[src/rtl/usb_host_pkg.sv]
// Shared definitions for the full-speed USB host transmitter and its CRC helper.
package usb_host_pkg;
  typedef enum logic [2:0] {
    S_IDLE, S_SYNC, S_DATA, S_CRC_LO, S_CRC_HI, S_EOP_SE0, S_EOP_J
  } state_t;

  // Line states packed as {D+, D-}
  localparam logic [1:0] LINE_J   = 2'b10;
  localparam logic [1:0] LINE_K   = 2'b01;
  localparam logic [1:0] LINE_SE0 = 2'b00;

  localparam logic [7:0]  SYNC_BYTE  = 8'h80;
  localparam logic [15:0] CRC16_POLY = 16'h8005;
  localparam logic [15:0] CRC16_INIT = 16'hFFFF;
  localparam int          MAX_ONES   = 6;

  function automatic logic [7:0] rev8(input logic [7:0] b);
    for (int i = 0; i < 8; i++) rev8[i] = b[7-i];
  endfunction
endpackage

[src/rtl/usb_crc16.sv]
// Serial CRC16 (poly 0x8005), one bit per enabled cycle; shared with the receive-side checker.
module usb_crc16
  import usb_host_pkg::*;
(
  input  logic        clk,
  input  logic        reset_n,
  input  logic        clear,
  input  logic        bit_valid,
  input  logic        bit_in,
  output logic [15:0] crc
);
  logic [15:0] r_crc;

  always_ff @(posedge clk) begin
    if (!reset_n || clear)
      r_crc <= CRC16_INIT;
    else if (bit_valid)
      r_crc <= {r_crc[14:0], 1'b0} ^ ((r_crc[15] ^ bit_in) ? CRC16_POLY : 16'h0000);
  end

  assign crc = r_crc;
endmodule

[src/rtl/usb_host_tx.sv]
// Full-speed USB host packet transmitter: SYNC, NRZI + bit-stuffed payload, optional CRC16, EOP.
module usb_host_tx
  import usb_host_pkg::*;
#(
  parameter int CLKS_PER_BIT = 4,
  parameter int EOP_SE0_BITS = 2
) (
  input  logic       clk_48mhz,
  input  logic       reset_n,
  input  logic       pkt_start,
  input  logic       pkt_crc16,
  input  logic [7:0] data,
  input  logic       data_valid,
  input  logic       data_last,
  output logic       data_ready,
  output logic       busy,
  output logic       underrun,
  output logic       usb_tx_en,
  output logic       usb_p_tx,
  output logic       usb_n_tx
);
  localparam int CW = (CLKS_PER_BIT > 1) ? $clog2(CLKS_PER_BIT) : 1;
  localparam int EW = (EOP_SE0_BITS > 1) ? $clog2(EOP_SE0_BITS) : 1;

  state_t          r_state, w_state;
  logic [CW-1:0]   r_cnt, w_cnt;
  logic [7:0]      r_shift, w_shift;
  logic [2:0]      r_bits, w_bits;
  logic [2:0]      r_ones, w_ones;
  logic [EW-1:0]   r_eop, w_eop;
  logic [1:0]      r_line, w_line;
  logic            r_lvl, w_lvl;
  logic            r_tx_en, w_tx_en;
  logic            r_busy, w_busy;
  logic            r_crc_en, w_crc_en;
  logic            r_last, w_last;
  logic            r_pid, w_pid;
  logic            r_underrun, w_underrun;

  logic            w_bit_end, w_send, w_stuff, w_bit, w_load, w_eop_go;
  logic            w_data_ready, w_crc_clr, w_crc_vld;
  logic [7:0]      w_byte;
  logic [15:0]     w_crc;

  assign w_bit_end = (r_cnt == CW'(CLKS_PER_BIT - 1));

  usb_crc16 u_crc (
    .clk       (clk_48mhz),
    .reset_n   (reset_n),
    .clear     (w_crc_clr),
    .bit_valid (w_crc_vld),
    .bit_in    (w_bit),
    .crc       (w_crc)
  );

  always_ff @(posedge clk_48mhz) begin
    if (!reset_n) begin
      r_state    <= S_IDLE;
      r_cnt      <= '0;
      r_shift    <= '0;
      r_bits     <= '0;
      r_ones     <= '0;
      r_eop      <= '0;
      r_line     <= LINE_J;
      r_lvl      <= 1'b1;
      r_tx_en    <= 1'b0;
      r_busy     <= 1'b0;
      r_crc_en   <= 1'b0;
      r_last     <= 1'b0;
      r_pid      <= 1'b0;
      r_underrun <= 1'b0;
    end else begin
      r_state    <= w_state;
      r_cnt      <= w_cnt;
      r_shift    <= w_shift;
      r_bits     <= w_bits;
      r_ones     <= w_ones;
      r_eop      <= w_eop;
      r_line     <= w_line;
      r_lvl      <= w_lvl;
      r_tx_en    <= w_tx_en;
      r_busy     <= w_busy;
      r_crc_en   <= w_crc_en;
      r_last     <= w_last;
      r_pid      <= w_pid;
      r_underrun <= w_underrun;
    end
  end

  always_comb begin
    w_state      = r_state;
    w_cnt        = w_bit_end ? '0 : r_cnt + 1'b1;
    w_shift      = r_shift;
    w_bits       = r_bits;
    w_ones       = r_ones;
    w_eop        = r_eop;
    w_line       = r_line;
    w_lvl        = r_lvl;
    w_tx_en      = r_tx_en;
    w_busy       = r_busy;
    w_crc_en     = r_crc_en;
    w_last       = r_last;
    w_pid        = r_pid;
    w_underrun   = 1'b0;
    w_data_ready = 1'b0;
    w_crc_clr    = 1'b0;
    w_send       = 1'b0;
    w_stuff      = 1'b0;
    w_bit        = 1'b0;
    w_load       = 1'b0;
    w_byte       = '0;
    w_eop_go     = 1'b0;

    unique case (r_state)
      S_IDLE: begin
        w_cnt = '0;
        if (pkt_start) begin
          w_state   = S_SYNC;
          w_busy    = 1'b1;
          w_tx_en   = 1'b1;
          w_crc_en  = pkt_crc16;
          w_crc_clr = 1'b1;
          w_load    = 1'b1;
          w_byte    = SYNC_BYTE;
        end
      end
      S_SYNC, S_DATA, S_CRC_LO, S_CRC_HI: if (w_bit_end) begin
        // A pending stuff bit always wins, so it precedes the next byte or EOP.
        if (r_ones == 3'(MAX_ONES)) begin
          w_send  = 1'b1;
          w_stuff = 1'b1;
        end else if (r_bits != '0) begin
          w_send  = 1'b1;
          w_bit   = r_shift[0];
          w_shift = {1'b0, r_shift[7:1]};
          w_bits  = r_bits - 1'b1;
        end else if (r_state == S_CRC_LO) begin
          w_state = S_CRC_HI;
          w_load  = 1'b1;
          w_byte  = rev8(~w_crc[7:0]);
        end else if (r_state == S_CRC_HI || (r_state == S_DATA && r_last && !r_crc_en)) begin
          w_eop_go = 1'b1;
        end else if (r_state == S_DATA && r_last) begin
          // CRC register MSB goes on the wire first, hence the bit reversal.
          w_state = S_CRC_LO;
          w_load  = 1'b1;
          w_byte  = rev8(~w_crc[15:8]);
        end else begin
          w_data_ready = 1'b1;
          if (data_valid) begin
            w_state = S_DATA;
            w_load  = 1'b1;
            w_byte  = data;
            w_last  = data_last;
            w_pid   = (r_state == S_SYNC);
          end else begin
            w_underrun = 1'b1;
            w_eop_go   = 1'b1;
          end
        end
      end
      S_EOP_SE0: if (w_bit_end) begin
        if (r_eop == EW'(EOP_SE0_BITS - 1)) begin
          w_state = S_EOP_J;
          w_line  = LINE_J;
        end else begin
          w_eop = r_eop + 1'b1;
        end
      end
      S_EOP_J: if (w_bit_end) begin
        w_state = S_IDLE;
        w_tx_en = 1'b0;
        w_busy  = 1'b0;
        w_lvl   = 1'b1;
        w_line  = LINE_J;
      end
      default: w_state = S_IDLE;
    endcase

    if (w_load) begin
      w_send  = 1'b1;
      w_bit   = w_byte[0];
      w_shift = {1'b0, w_byte[7:1]};
      w_bits  = 3'd7;
    end
    if (w_send) begin
      w_lvl  = w_bit ? r_lvl : ~r_lvl;
      w_ones = w_bit ? r_ones + 1'b1 : '0;
      w_line = w_lvl ? LINE_J : LINE_K;
    end
    if (w_eop_go) begin
      w_state = S_EOP_SE0;
      w_eop   = '0;
      w_line  = LINE_SE0;
    end
    w_crc_vld = w_send && !w_stuff && (w_state == S_DATA) && !w_pid;
  end

  assign data_ready = w_data_ready;
  assign busy       = r_busy;
  assign underrun   = r_underrun;
  assign usb_tx_en  = r_tx_en;
  assign usb_p_tx   = r_line[1];
  assign usb_n_tx   = r_line[0];
endmodule

[config.mk]
export PLATFORM = sky130hd
export DESIGN_NAME = usb_host_tx
export DESIGN_NICKNAME = d
export VERILOG_FILES = /design/src/rtl/usb_host_pkg.sv /design/src/rtl/usb_crc16.sv /design/src/rtl/usb_host_tx.sv
export SDC_FILE = /design/constraint.sdc
export NUM_CORES = 1
export LEC_CHECK = 0
export CORE_MARGIN = 8
export CORE_UTILIZATION = 34
export CTS_CLUSTER_DIAMETER = 150
export CTS_CLUSTER_SIZE = 16
export DETAILED_ROUTE_END_ITERATION = 16
export PLACE_DENSITY = 0.57
export SETUP_SLACK_MARGIN = 0.02
export SKIP_LAST_GASP = 1
export SYNTH_ARGS = -nofsm -noshare
export SYNTH_HDL_FRONTEND = slang
export SYNTH_SLANG_ARGS = --single-unit
[constraint.sdc]
create_clock -name clk_48mhz -period 2.5 [get_ports clk_48mhz]
set_input_delay 0.5 -clock clk_48mhz [delete_from_list [all_inputs] [get_ports clk_48mhz]]
set_output_delay 0.5 -clock clk_48mhz [all_outputs]
set_load 0.01 [all_outputs]
After elaboration in Yosys (flattened, before gate mapping)

Index checks and enable logic that the tools add are counted.

Flip-flop bits (word level): 43
Input bits: 14
Output and inout bits: 6
Logic and storage cells: 178

Add/subtract/negate cells: 4
Equality and inequality tests: 18
Mux-type cells: 95
Bitwise gates (word level): 13
Reduce and logical (&&, ||, !) cells: 33

Operators with widths:

| kind                                                                   | count |
|---|---|
| 8-bit two-way mux                                                      | 8 |
| 3-bit two-way mux                                                      | 18 |
| 1-bit two-way mux                                                      | 52 |
| 7-bit two-way mux                                                      | 5 |
| 16-bit two-way mux                                                     | 1 |
| 8-bit NOT                                                              | 2 |
| 8-bit one-hot mux with 2 select lines                                  | 1 |
| 16-bit bitwise XOR                                                     | 1 |
| 3-bit equality test (second input constant)                            | 4 |
| 2-bit two-way mux                                                      | 6 |
| 4-bit != test (second input constant)                                  | 3 |
| 3-bit one-hot mux with 4 select lines                                  | 1 |
| 4-bit AND reduction                                                    | 3 |
| 2-bit nonzero test                                                     | 6 |
| 3-bit by 2-bit equality test with 1-bit output (second input constant) | 3 |
| 3-bit != test (second input constant)                                  | 3 |
| 1-bit NOT                                                              | 9 |
| 8-bit AND reduction                                                    | 1 |
| 7-bit OR reduction                                                     | 1 |
| 2-bit != test (second input constant)                                  | 3 |
| 2-bit AND reduction                                                    | 3 |
| 3-bit nonzero test                                                     | 2 |
| 1-bit logical AND                                                      | 5 |
| 1-bit zero test                                                        | 4 |
| 16 further kinds                                                       | 18 |

Depth between registers and ports, before layout

Gate-level depths: netlist (run 1).

Depth in word-level cells: 15
Gate-level depth with buffers: 11
Gate-level depth less buffers: 8

Cells and area by module

From an unflattened synthesis (run 1), not the netlist that was laid out.

Cells, all modules: 269
Area total of the unflattened synthesis: 2379.8 um2

By module, submodules not included:

| module      | instances | cells each | area an instance (um2) |
|---|---|---|---|
| usb_host_tx | 1         | 211        | 1775.5 |
| usb_crc16   | 1         | 58         | 604.3 |

Worst setup path after synthesis (run 1)

No wires, ideal clock.

Kind: flip-flop to flip-flop
From: register r_ones[0]
To: register u_crc.r_crc[10] (netlist: u_crc.crc[10])
Library setup time: 0.137 ns
Data arrival time: 2.163 ns
Path slack: 0.201 ns
Stages on the path, launching flop included: 10
Clock period less this slack: 2.299 ns
Cell sequence: dfxtp_1 > inv_1 > ha_1 > a21bo_2 > nor3_4 > nand3_1 > a221o_1 > buf_2 > o21ai_1 > nand3_1

Cells in the longest elaborated chain, start to end: 8

RTL lines:

| element                                                                                    | RTL line           | text |
|---|---|---|
| start: declaration                                                                         | usb_host_tx.sv:29  | `logic [2:0] r_ones, w_ones;` |
| start signal: assignment                                                                   | usb_host_tx.sv:77  | `r_ones <= w_ones;` |
| 3-bit equality test *                                                                      | usb_host_tx.sv:129 | `if (r_ones == 3'(MAX_ONES)) begin` |
| 3-bit two-way mux / 1-bit two-way mux (equally long branches)                              | usb_host_tx.sv:129 |  |
| 3-bit two-way mux / 1-bit two-way mux (equally long branches)                              | usb_host_tx.sv:127 | `S_SYNC, S_DATA, S_CRC_LO, S_CRC_HI: if (w_bit_end) begin` |
| 3-bit one-hot mux with 4 select lines, or another cell as far along                        | usb_host_tx.sv:114 | `unique case (r_state)` |
| 3-bit two-way mux, or another cell as far along                                            | usb_host_tx.sv:191 | `if (w_eop_go) begin` |
| 3-bit by 2-bit equality test with 1-bit output / 1-bit logical AND (equally long branches) | usb_host_tx.sv:196 | `w_crc_vld = w_send && !w_stuff && (w_state == S_DATA) && !w_pid;` |
| 1-bit logical AND                                                                          | usb_host_tx.sv:196 |  |
| 1-bit logical AND *                                                                        | usb_host_tx.sv:196 |  |
| end signal: assignment                                                                     | usb_crc16.sv:18    | `r_crc <= {r_crc[14:0], 1'b0} ^ ((r_crc[15] ^ bit_in) ? CRC16_POLY : 16'h0000);` |
| end: declaration                                                                           | usb_crc16.sv:12    | `logic [15:0] r_crc;` |

Mark *: on every way between the ends. The rest lies on a longest branch, timed or not.
A chain may end at the register's enable or synchronous reset.

Worst setup path after layout (run 1)

From: register r_ones[0]
To: register u_crc.r_crc[15] (netlist: u_crc.crc[15])

Cells in the longest elaborated chain, start to end: 8

RTL lines:

| element                                                                      | RTL line |
|---|---|
| 3-bit equality test *                                                        | usb_host_tx.sv:129 |
| 3-bit two-way mux, or another cell as far along                              | usb_host_tx.sv:129 |
| 3-bit two-way mux, or another cell as far along                              | usb_host_tx.sv:127 |
| 3-bit one-hot mux with 4 select lines, or another cell as far along          | usb_host_tx.sv:114 |
| 3-bit two-way mux, or another cell as far along                              | usb_host_tx.sv:191 |
| 3-bit by 2-bit equality test with 1-bit output, or another cell as far along | usb_host_tx.sv:196 |
| 1-bit logical AND / 16-bit two-way mux (equally long branches)               | usb_host_tx.sv:196, usb_crc16.sv:18 |
| 1-bit logical AND / 16-bit bitwise XOR (equally long branches)               | usb_host_tx.sv:196, usb_crc16.sv:18 |

Marked as above.

==> impl_metrics.toml, run 1 <==
[cts]
path_clk_slew_ns = 0.09
clkLatencyLatePin_ns = 0.30
cts_sinks = 43
postCtsHoldBufs = 0
numCtsBuffers = 5
htreeDepth = 2
cts_tree = "done"
cts_root_buf = "clkbuf_8"
cts_max_path_buffers = 2

[route]
dr.pass1.iters = 5
ant_nets = 0
drc_errors = 0
avgRoutedWirePerCell_um = 16.4
drt_iter0_markers = 229
vias_per_cell = 5.47
wirelength_um = 7570
via_count = 2525

[power_and_ir_drop]
power_density_nw_per_um2 = 475
internal_power_uw = 1120
p_switching_uw = 414
clkPwrFrac = 0.363
p_seq_frac = 0.465
ir_worst_vdd_v = 0.000215
pwr-share-comb = 0.172
p_leak_uw = 0.00119
fin_total_pwr_uw = 1540
sw_frac_of_total = 0.269

[timing]
tightest_slew_ns = 0.444
relSlewSlack = 0.701
skew_ns = 0.00787
finalSetupViolations = 0
finalCriticalPeriod_ns = 2.35
rsz0062_at_grt = "false"
clock.fmax_mhz = 426
setup_tns_ns = 0
fin_crit_sh = 0.938
finalMaxSlewViolations = 0
report.final.hold_viol_count = 0
fin_ws_ns = 0.155

[placement]
place.gp.congestion = 0.901
pre_cts_slack_ns = -0.0191
io_buffers = 19
post-dp-hpwl_um = 5730

[setup_path]
worst_setup_path_start_kind = "flop"
cp.required_ns = 2.73
cp_max_fo = 8
cp_common_cell = "or3_1"
crit_path_end = "u_crc.crc[15]$_SDFFE_PP1P_"
cpMaxStageDelayCell = "or3_1"
critPathKind = "flop to flop"
r2r_end = "u_crc.crc[15]$_SDFFE_PP1P_"
cpPeakStageDelay_ns = 0.52
critPathCaptureType = "flop"
reg2regPathDepth = 7
r2r_setup_slack_ns = 0.15
r2r-start = "r_ones[0]$_SDFFE_PN0P_"
worstPathArrival_ns = 2.58
worstPathCellList = "inv_1 > ha_1 > a21bo_4 > or3_1 > or3_1 > a211oi_2 > mux2i_1"
critPathLaunch = "r_ones[0]$_SDFFE_PN0P_"

[synthesis]
yosysSeqAreaShare = 0.342
synth_ff_type = "dfxtp_1"
syn_avg_cell_area_um2 = 8.00
mappedNetlistNets = 334
synth_edf_count = 0
synthCells = 315
synth-seq-cells = 43
ys_warn_count = 0
synth_area_um2 = 2520
synth.distinct_cells = 66
ys_async_sr_fraction = 0

[finish]
nets = 382
num_antenna_cells = 0
area_growth_pct = 28.5
layout-drive-gt1-share = 0.190
nFillCells = 736
final_cell_mix = "dfxtp_1 (43), buf_4 (41), nand3_1 (33)"
layout_commonest_cell = "dfxtp_1"

[grt]
grt_start_max_net_pins = 19
grt_use_total = 0.153
grt_pass1_vias = 2416
grt_pass1_wl_um = 12500
grt-ovfl-total = 0
antenna_found_initial = 0

[floorplan]
rows = 31
dieArea_um2 = 10400
die_h_um = 102
initial_core_util = 0.349
core-area_um2 = 7210
fp.dieW_um = 102
io_pins = 20

[status]
status = "finished clean"

[hold_path]
min_path_type = "flop to flop"

[job]
max_cap_viol_count = 0
worst min path at each step:
stage,start,to,slack [ns],cells after the start
6_report,r_cnt[0]$_SDFF_PP0_,r_cnt[0]$_SDFF_PP0_,0.45,1
2_1_floorplan,r_cnt[0]$_SDFF_PP0_,r_cnt[0]$_SDFF_PP0_,0.41,1
3_3_place_gp,r_cnt[0]$_SDFF_PP0_,r_cnt[0]$_SDFF_PP0_,0.42,1
3_5_place_dp,r_cnt[0]$_SDFF_PP0_,r_cnt[0]$_SDFF_PP0_,0.44,1
5_1_grt,r_cnt[0]$_SDFF_PP0_,r_cnt[0]$_SDFF_PP0_,0.48,1
4_1_cts,r_cnt[0]$_SDFF_PP0_,r_cnt[0]$_SDFF_PP0_,0.46,1
layer usage:
metal | up-vias | part of all wire | GRT usage
met1 | 1200 | 0.45 | 0.202
li1 | 1254 | - | -
met3 | 10 | 0.048 | 0.0232
met5 | - | 0 | 0
met4 | 0 | 0.016 | 0.0508
met2 | 61 | 0.48 | 0.249
cell usage after synthesis (all sizes together) (3+ instances only):
library cell	count	area, um2
a21oi	18	90.1
a31oi	9	56.3
and2	3	18.8
and3	6	37.5
buf	9	56.3
clkbuf	14	52.6
dfxtp	43	861
ha	5	62.6
inv	5	18.8
mux2i	5	50.1
nand2	22	82.6
nand2b	4	25.0
nand3	34	170
nand4	4	31.3
nor2	28	108
nor3	9	61.3
nor3b	3	22.5
nor4	3	33.8
o21a	7	52.6
o21ai	34	170
o221ai	3	26.3
or3	4	25.0
timing repair:
action                     in CTS  in global routing
resized for setup               2                  8
buffers inserted                0                  2
pin swaps                       0                  2
setup endpoints to repair       4                 17
state kept, by name (all words and copies together) (netlist names):
register,cells
u_crc.crc,16
r_shift,7
r_bits,3
r_ones,3
r_state,3
r_cnt,2
r_line,2
busy,1
r_crc_en,1
r_eop,1
r_last,1
r_lvl,1
r_pid,1
underrun,1
worst max-delay path: cells and delay by family, from the launching register on:
kind | cells | cell delay [ns]
flops | 1 | 0.34
fa+ha+maj | 1 | 0.23
compound gates | 2 | 0.52
mux | 1 | 0.21
simple gates | 2 | 0.93
buf+inv | 1 | 0.04
power groups by stage:
stage	Combinational, uW	Sequential (uW)	Clock [uW]
2_1_floorplan	136	730	0
3_3_place_gp	256	730	0
3_5_place_dp	257	731	0
5_1_grt	288	718	592
6_report	264	715	558
4_1_cts	259	715	559
through the flow:
stage | cell area (um2) | std cells | hold WS [ns] | utilization
3_3_place_gp | 3090 | 453 | 0.417 | 0.428
6_report | 3240 | 462 | 0.452 | 0.449
5_1_grt | 3240 | 462 | 0.482 | 0.449
4_1_cts | 3190 | 460 | 0.456 | 0.443
2_1_floorplan | 2520 | 315 | 0.407 | -
3_5_place_dp | 3090 | 453 | 0.443 | 0.428
area by class of cell:
class	count	area (um2)	share of cell area
Clock buffer	5	68.8	0.0213
Clock inverter	2	37.5	0.0116
Inverter	6	22.5	0.00696
Multi-Input combinational cell	243	1560	0.482
Sequential cell	43	861	0.266
Tap cell	99	124	0.0383
Timing Repair Buffer	64	564	0.174
cells by family (layout without fill, tap and decap cells):
kind of cell | after synthesis | in the layout | share of synthesized area
xor+xnor | 3 | 3 | 0.0159
buf+inv | 29 | 77 | 0.0521
mux | 5 | 5 | 0.0199
compound gates | 97 | 97 | 0.250
flops | 43 | 43 | 0.342
simple gates | 133 | 133 | 0.296
fa+ha+maj | 5 | 5 | 0.0248
(Power assumes the default switching activity.)
==> run 2, diff against run 1 <==
--- a/config.mk
+++ b/config.mk
@@ -5,12 +5,13 @@
 export SDC_FILE = /design/constraint.sdc
 export NUM_CORES = 1
 export LEC_CHECK = 0
+export ABC_CLOCK_PERIOD_IN_PS = 2500
 export CORE_MARGIN = 8
 export CORE_UTILIZATION = 34
 export CTS_CLUSTER_DIAMETER = 150
 export CTS_CLUSTER_SIZE = 16
 export DETAILED_ROUTE_END_ITERATION = 16
-export PLACE_DENSITY = 0.57
+export PLACE_DENSITY = 0.55
 export SETUP_SLACK_MARGIN = 0.02
 export SKIP_LAST_GASP = 1
 export SYNTH_ARGS = -nofsm -noshare
==> impl_metrics.toml, run 2 (same netlist as run 1, synthesis figures left out) <==
[status]
status = "finished clean"

[setup_path]
critPathCaptureType = "primary output"
worstPathArrival_ns = 1.88
worst_setup_path_start_kind = "flop"
reg2regPathDepth = 11
cp_max_fo = 3
critPathKind = "flop to primary output"
cp.required_ns = 2.00

[cts]
cts_tree = "done"
numCtsBuffers = 5
cts_sinks = 43
cts_max_path_buffers = 2
path_clk_slew_ns = 0.09
cts_root_buf = "clkbuf_8"
htreeDepth = 2
clkLatencyLatePin_ns = 0.30

[power_and_ir_drop]
p_seq_frac = 0.462
pwr-share-comb = 0.178
fin_total_pwr_uw = 1550
ir_worst_vdd_v = 0.000332
internal_power_uw = 1140
p_switching_uw = 412
power_density_nw_per_um2 = 467
clkPwrFrac = 0.360
sw_frac_of_total = 0.266
p_leak_uw = 0.00124

[timing]
setup_tns_ns = 0
finalMaxSlewViolations = 0
finalSetupViolations = 0
tightest_slew_ns = 0.399
relSlewSlack = 0.734
finalCriticalPeriod_ns = 2.38
report.final.hold_viol_count = 0
skew_ns = 0.00888
clock.fmax_mhz = 420
fin_ws_ns = 0.119
rsz0062_at_grt = "true"
fin_crit_sh = 0.952

[grt]
top_usage_layer = "met2"
use_met1 = 0.193
grt-ovfl-total = 0
grt_pass1_wl_um = 12300
grtUsageMet2 = 0.241
grt_use_total = 0.150
grt_util_met3 = 0.0286
antenna_found_initial = 0
grt_start_max_net_pins = 16
grt_pass1_vias = 2449

[floorplan]
fp.dieW_um = 102
io_pins = 20
dieArea_um2 = 10400
die_h_um = 102
core-area_um2 = 7210
rows = 31
initial_core_util = 0.349

[route]
via_count = 2530
drt_iter0_markers = 136
vias_per_cell = 5.38
ant_nets = 0
drc_errors = 0
dr.pass1.iters = 4
wirelength_um = 7600
avgRoutedWirePerCell_um = 16.2

[placement]
post-dp-hpwl_um = 5670
io_buffers = 19
pre_cts_slack_ns = -0.0490
place.gp.congestion = 0.888

[finish]
num_antenna_cells = 0
final-seq-area_um2 = 865
multiInputGateArea_um2 = 1570
nFillCells = 727
largest_reg_flops = 16
final_cell_mix = "buf_4 (48), dfxtp_1 (40), nand3_1 (34)"
nets = 389
layout_commonest_cell = "buf_4"
layout-drive-gt1-share = 0.229
area_growth_pct = 31.6

[job]
max_cap_viol_count = 0

[hold_path]
min_path_type = "flop to flop"
hold_depth = 1
==> run 2: repair_timing <==
item | 4_1_cts | 5_1_grt
cloned | 0 | 1
gates resized for setup | 3 | 12
setup buffers | 1 | 5
endpoints found under the setup margin | 1 | 20
hold buffers | 0 | 0
pin swaps | 2 | 4
==> run 2: routing by layer <==
layer / share of wire / up-vias
li1: - / 1273
met1: 0.46 / 1194
met2: 0.48 / 47
met3: 0.035 / 16
met4: 0.022 / 0
met5: 0 / -
==> run 2: layout make-up <==
class	instances	area share
clock buffers	5	0.0207
clock inverters	3	0.0132
inverters	6	0.00679
multi-input cells	243	0.473
flip-flops and latches	43	0.261
well taps	99	0.0373
repair buffers	71	0.189
==> run 2: path summary, 6_finish.rpt <==
kind | start | endpoint | slack (ns)
hold reg to reg | r_cnt[0]$_SDFF_PP0_ | r_cnt[0]$_SDFF_PP0_ | 0.44
hold / removal | r_cnt[0]$_SDFF_PP0_ | r_cnt[0]$_SDFF_PP0_ | 0.44
setup / recovery | r_ones[0]$_SDFFE_PN0P_ | data_ready | 0.12
setup reg to reg | r_ones[0]$_SDFFE_PN0P_ | u_crc.crc[11]$_SDFFE_PP1P_ | 0.12
==> run 2: power groups by stage <==
stage               Clock [uW]  Combinational, uW  Sequential [uW]
finish                     558                275              716
detailed placement           0                256              732
floorplan                    0                136              730
global placement             0                255              731
CTS                        569                255              716
global route               605                299              719
==> run 2: stage by stage <==
stage	hold slack, ns	instances	utilization	area (um2)
3_5_place_dp	0.426	455	0.428	3090
4_1_cts	0.439	464	0.445	3210
6_report	0.441	470	0.460	3320
5_1_grt	0.465	470	0.460	3320
3_3_place_gp	0.415	455	0.428	3090
2_1_floorplan	0.407	315	-	2520
==> run 2: critical path: stages (launching register included) <==
cell	delay, ns
dfxtp_2	0.34
inv_1	0.04
ha_2	0.19
a21bo_2	0.24
nor3_4	0.20
buf_4	0.15
nand2_1	0.06
nor2_1	0.09
dlygate4sd2_1	0.27
==> run 3, diff against run 2 <==
--- a/config.mk
+++ b/config.mk
@@ -8,6 +8,7 @@
 export ABC_CLOCK_PERIOD_IN_PS = 2500
 export CORE_MARGIN = 8
 export CORE_UTILIZATION = 34
+export CTS_BUF_LIST = sky130_fd_sc_hd__clkbuf_4 sky130_fd_sc_hd__clkbuf_8 sky130_fd_sc_hd__clkbuf_16
 export CTS_CLUSTER_DIAMETER = 150
 export CTS_CLUSTER_SIZE = 16
 export DETAILED_ROUTE_END_ITERATION = 16
==> results of run 3 <==
No change in the layout: final DEF, timing and power equal those of run 2.
